File: src/rtl/fnd_scan_controller.sv
`default_nettype none
// ============================================================================
//  Module      : fnd_scan_controller
//  Description : Time-multiplexed scan sequencer for a 4-digit FND display.
//                It cycles the digit-select decoder through digits 0..3. Each
//                digit is held for CLK_DIV clocks. It also feeds the matching
//                nibble to the BCD-to-FND font decoder.
//                - Display data is snapshotted once per frame, so a frame
//                  never mixes old and new digits (no tearing).
//                - o_en is held low for the first BLANK_CYC clocks of every
//                  slot. This suppresses ghosting while the digit driver
//                  switches.
//                - Optional leading-zero blanking is applied to the
//                  snapshotted value.
//  Ports       : i_clk          system clock, rising edge
//                i_reset        synchronous active-high reset
//                i_en           scan enable (0 = display idle/off)
//                i_value[15:0]  four nibbles, [3:0] = digit 0
//                i_dp[3:0]      decimal point per digit
//                i_lzb          leading-zero blanking enable (live)
//                o_digitSelect  current digit index
//                o_value        nibble of the current digit
//                o_dp           decimal point of the current digit, gated by o_en
//                o_en           enable to both decoders
//                o_frame        one-cycle pulse coincident with the 3->0 wrap
//  Revision    : 1.0  initial release
// ============================================================================
module fnd_scan_controller #(
  parameter int CLK_DIV   = 100000,  // clocks per digit slot, >= 2
  parameter int BLANK_CYC = 1000     // guard clocks per slot, < CLK_DIV
) (
  input  logic        i_clk,
  input  logic        i_reset,
  input  logic        i_en,
  input  logic [15:0] i_value,
  input  logic [3:0]  i_dp,
  input  logic        i_lzb,
  output logic [1:0]  o_digitSelect,
  output logic [3:0]  o_value,
  output logic        o_dp,
  output logic        o_en,
  output logic        o_frame
);

  localparam int CW = $clog2(CLK_DIV);
  localparam logic [CW-1:0] c_CNT_MAX = CW'(CLK_DIV - 1);
  localparam logic [CW-1:0] c_BLANK   = CW'(BLANK_CYC);

  typedef enum logic [0:0] {
    IDLE = 1'b0,
    SCAN = 1'b1
  } mode_e;

  mode_e          mode_q,   mode_d;
  logic [CW-1:0]  cnt_q,    cnt_d;
  logic [1:0]     idx_q,    idx_d;
  logic [15:0]    sh_val_q, sh_val_d;
  logic [3:0]     sh_dp_q,  sh_dp_d;
  logic           frame_q,  frame_d;

  logic [3:0]     w_nibble;
  logic [3:0]     w_lz_blank;

  // State register
  always_ff @(posedge i_clk) begin
    if (i_reset) begin
      mode_q   <= IDLE;
      cnt_q    <= '0;
      idx_q    <= 2'd0;
      sh_val_q <= 16'h0000;
      sh_dp_q  <= 4'h0;
      frame_q  <= 1'b0;
    end else begin
      mode_q   <= mode_d;
      cnt_q    <= cnt_d;
      idx_q    <= idx_d;
      sh_val_q <= sh_val_d;
      sh_dp_q  <= sh_dp_d;
      frame_q  <= frame_d;
    end
  end

  // Next-state logic
  always_comb begin
    mode_d   = mode_q;
    cnt_d    = cnt_q;
    idx_d    = idx_q;
    sh_val_d = sh_val_q;
    sh_dp_d  = sh_dp_q;
    frame_d  = 1'b0;
    case (mode_q)
      IDLE: begin
        cnt_d = '0;
        idx_d = 2'd0;
        if (i_en) begin
          // A fresh snapshot on entry, so re-enabling never shows stale data.
          mode_d   = SCAN;
          sh_val_d = i_value;
          sh_dp_d  = i_dp;
        end
      end
      SCAN: begin
        if (!i_en) begin
          mode_d = IDLE;
          cnt_d  = '0;
          idx_d  = 2'd0;
        end else if (cnt_q == c_CNT_MAX) begin
          cnt_d = '0;
          idx_d = idx_q + 2'd1;
          // Snapshot only at the frame boundary, so a frame never tears.
          if (idx_q == 2'd3) begin
            sh_val_d = i_value;
            sh_dp_d  = i_dp;
            frame_d  = 1'b1;
          end
        end else begin
          cnt_d = cnt_q + 1'b1;
        end
      end
    endcase
  end

  // Output decode
  always_comb begin
    w_nibble = 4'h0;
    case (idx_q)
      2'd0: w_nibble = sh_val_q[3:0];
      2'd1: w_nibble = sh_val_q[7:4];
      2'd2: w_nibble = sh_val_q[11:8];
      2'd3: w_nibble = sh_val_q[15:12];
    endcase

    // A digit is blanked only when it and every more-significant digit are
    // zero. Interior zeros stay visible, and digit 0 is never blanked.
    w_lz_blank    = 4'b0000;
    w_lz_blank[3] = i_lzb & (sh_val_q[15:12] == 4'h0);
    w_lz_blank[2] = w_lz_blank[3] & (sh_val_q[11:8] == 4'h0);
    w_lz_blank[1] = w_lz_blank[2] & (sh_val_q[7:4] == 4'h0);
  end

  assign o_digitSelect = idx_q;
  assign o_value       = w_nibble;
  assign o_en          = (mode_q == SCAN) & (cnt_q >= c_BLANK) & ~w_lz_blank[idx_q];
  assign o_dp          = sh_dp_q[idx_q] & o_en;
  assign o_frame       = frame_q;

endmodule
`default_nettype wire

File: config.mk
export PLATFORM = sky130hd
export DESIGN_NAME = fnd_scan_controller
export DESIGN_NICKNAME = d
export VERILOG_FILES = /design/src/rtl/fnd_scan_controller.sv
export SDC_FILE = /design/constraint.sdc
export NUM_CORES = 1
export LEC_CHECK = 0
export ABC_CLOCK_PERIOD_IN_PS = 2300
export CORE_MARGIN = 2
export CORE_UTILIZATION = 55
export DETAILED_ROUTE_END_ITERATION = 6
export HOLD_SLACK_MARGIN = 0.05
export PLACE_DENSITY = 0.8
export SLEW_MARGIN = 40
export SYNTH_ARGS = -nofsm -noshare
export SYNTH_HDL_FRONTEND = slang
export SYNTH_SLANG_ARGS = --single-unit
File: constraint.sdc
create_clock -name i_clk -period 2.3 [get_ports i_clk]
set_clock_uncertainty 0.05 [all_clocks]
set_input_delay 0.46 -clock i_clk [delete_from_list [all_inputs] [get_ports i_clk]]
set_output_delay 0.46 -clock i_clk [all_outputs]
set_load 0.02 [all_outputs]
==> run summary <==
The die extent in y came out at slightly above 70 um. The routed layout has 2275 vias. The sum of net half-perimeters after detailed placement is 4160 um. The arrival time reported for the critical path endpoint is 1.74 ns.

The run finished with clean final reports. The period utilization is 0.980. The warning count from the yosys run is 0. The number of buffers and inverters on the critical path is 2. The area of the placeable core came out at 4320 um2. The number of max-slew violations in the final report came out at 0. The sequential share of power came out at 0.518. The type of the tightest min-delay check is flop to flop.

In this run the tool buffered the top-level ports with 32 buffer cells. The area of the die came out at 5040 um2. After layout, the design draws a total of 0.00152 W. The final setup slack of the worst path is 0.0461 ns. Across the VDD grid, the largest voltage drop is between 0.4 and 0.5 mV. The required time at the endpoint of the critical path is 1.79 ns. The count of nets left with antenna violations after detail routing is 0. TritonCTS built the clock tree. The clock share of power came out at 0.316. The worst slew margin relative to its limit came out at 0.660. No sink is reached through more buffers than the 2 on the longest clock path. Based on the critical path, the design can be clocked at up to 0.444 GHz. The critical path is of the flop to output port type. The width of the chip is 71.0 um. The routability congestion estimate from global placement is ~0.85. The setup slack at placement is -0.0143 ns. The repair_antennas step left the layout with diodes totalling 0. The shortest clock period the worst path allows after layout is about 2.3 ns. The top-level I/O count came out at 33.

The total of endpoints with negative setup slack in the final report is 0. The cell type group with the largest total delay on the critical path is compound AO/OA/AOI/OAI gates. The mean instance size in the synthesized netlist came out at 8.91 um2. Of all flip-flops after synthesis, the portion carrying an async set or reset was 0.

The clock tree synthesis step divided the H-tree into 2 levels. The initial core utilization came out at 0.571. The worst register-to-register path has a depth of 5. Using the TritonRoute via totals, the vias-per-cell ratio works out to slightly above 6. The startpoint identified for the worst register-to-register timing path is cnt_q[0]. The critical path's largest stage delay is 0.38 ns. Compared with the post-synthesis result, the final layout area differs by 23.6%.

The aggregate global routing overflow came out at 0. The power density normalized to cell area came out at between 400 and 500 nW/um2. The post-synthesis instance area is 2470 um2. In the layout the commonest cells are sky130_fd_sc_hd__nand2_1 (51), sky130_fd_sc_hd__dfxtp_1 (39), sky130_fd_sc_hd__clkdlybuf4s50_1 (26). For this design, the CTS-stage hold fixing added 0 buffers. The pre-antenna-repair detailed-routing pass consisted of 5 iterations. For the pin with the worst max-slew slack, the measured transition is 0.509 ns. The post-layout instance area came out at 3050 um2. The start point of the worst min-delay path is cnt_q[0]. The cell count after synthesis came out at between 200 and 300.

The sink count of the clock tree came out at 41. The endpoint class of the critical path is an output port. The DRC violation total after the first TritonRoute iteration came out at 214. The share of cells above drive strength 1 is 0.186. After synthesis, the netlist uses 34 different library cells.

The number of nets in the synthesized netlist is 307. The cell-internal power is 0.00110 W. The switching power is about 0.00042 W. STA classifies the critical path startpoint as a flop. Counting flops and latches in the post-synthesis netlist gives 41.

The number of global-route vias before repair is 2141. Counting instances, the worst hold path has a depth of 1. The end-of-flow core utilization came out at 0.705. The number of cell rows is 24. The peak fanout along the critical path is 4. The first global-routing pass estimated ~10000 um of wire. The share of total power dissipated in combinational logic is 0.166. The worst-skew pair later-pin latency is 0.30 ns. The total global routing track utilization is 0.245. For this design, the slowest cell found on the critical path is sky130_fd_sc_hd__a222oi_1. The final layout contains 347 nets. The cell leakage power is about 1.0 nW. CTS placed an instance of sky130_fd_sc_hd__clkbuf_8 at the clock tree root. In this run, synthesis inferred 0 flip-flops with an integrated enable. The initial antenna violation count came out at 0.

Entering global routing, the biggest net connects between 40 and 50 pins. The share of the yosys chip area belonging to registers is 0.332. For this run, design rule violations remaining after detail routing come to 0. Dividing the detail-routed wire length by the instance count gives ~16 um. The setup TNS after final layout is 0 ns. The post-CTS clock slew at the launch and capture registers of the worst setup and hold paths is ~0.09 ns. The number of buffers created by CTS is 5. The max-capacitance violation count came out at 0.

The most frequent standard cell in the layout excluding fill and tap cells is sky130_fd_sc_hd__nand2_1. The critical path crosses 5 cells after its start point. The number of failing hold endpoints at the final stage came to 0. Setup repair after global routing left no endpoint under its margin. The critical path goes through inv_1 > ha_1 > a222oi_1 > mux2i_1 > clkdlybuf4s15_1.

The critical path startpoint is o_digitSelect[1]. For this run, the leading register cell type out of synthesis is sky130_fd_sc_hd__dfxtp_1. Of the total power, the share spent switching nets is 0.275.

The post-CTS setup-driven buffer insertion count came out at 0. The total length of routed wires is 5960 um. The placed cell area came out at 2950 um2.
## cell families after synthesis
| group | after synthesis | synth area share |
|---|---|---|
| DFF | 41 | 0.332 |
| and+or+nand+nor | 131 | 0.278 |
| AOI/OAI and AO/OA | 47 | 0.217 |
| muxes | 6 | 0.0294 |
| xor gates and xnor gates | 16 | 0.0568 |
| buffers and inverters | 30 | 0.0552 |
| adders and majority gates | 6 | 0.0304 |
## per-stage QoR
| stage | cells | hold WS [ns] |
|---|---|---|
| 3_5_place_dp | 362 | 0.472 |
| 5_1_grt | 370 | 0.526 |
| 2_1_floorplan | 277 | 0.414 |
| 3_3_place_gp | 362 | 0.448 |
| 4_1_cts | 370 | 0.490 |
| 6_report | 370 | 0.483 |
## worst paths after layout
check	end	slack, ns
setup / recovery	o_value[3]	0.05
hold / removal	cnt_q[0]	0.48
setup reg to reg	sh_val_q[1]	0.38
hold reg to reg	cnt_q[0]	0.48
## synth_stat cells (all sizes together) (3+ instances only)
master	n	area (um2)
a222oi	4	40.0
a32oi	20	175
buf	8	53.8
clkbuf	12	45.0
dfxtp	41	821
ha	6	75.1
inv	10	37.5
mux2i	5	50.1
nand2	51	191
nand3	7	35.0
nand4	6	52.6
nor2	23	86.3
nor3	8	40.0
nor3b	17	128
nor4	10	77.6
o311ai	21	312
xnor2	13	114
xor2	3	26.3
## final cells by class
type                       instances  area, um2
multi-input combinational        206       1540
fill                             344       1270
sequential                        41        826
timing repair buffer              53        495
clock buffer                       5       68.8
tap                               52       65.1
inverter                          10       37.5
clock inverter                     3       22.5
## what timing repair did
item	4_1_cts	5_1_grt
endpoints found under the setup margin	6	6
resized for setup	9	14
pin swaps	0	2
endpoints found under the hold margin	0	0
## layer usage
| metal | GRT usage | vias to the layer above | wire [um] |
|---|---|---|---|
| li1 | - | 1131 | - |
| met5 | 0 | - | 0 |
| met4 | 0.0734 | 0 | 70 |
| met3 | 0.0556 | 8 | 282 |
| met1 | 0.302 | 1076 | 2600 |
| met2 | 0.427 | 60 | 3000 |
## state kept, by name, indices dropped and copies added (netlist names)
| signal | flops |
|---|---|
| cnt_q | 17 |
| sh_val_q | 16 |
| sh_dp_q | 4 |
| o_digitSelect | 2 |
| mode_q | 1 |
| o_frame | 1 |
## power groups by stage
stage,clock network [W],logic (W),registers (W)
final,0.000479,0.000251,0.000786
after global placement,0,0.000244,0.000796
after detailed placement,0,0.000251,0.000797
after CTS,0.000488,0.000246,0.000780
after floorplan,0,0.000158,0.000785
after global routing,0.000516,0.000275,0.000791
No activity file was read; power rests on OpenSTA's default activity.
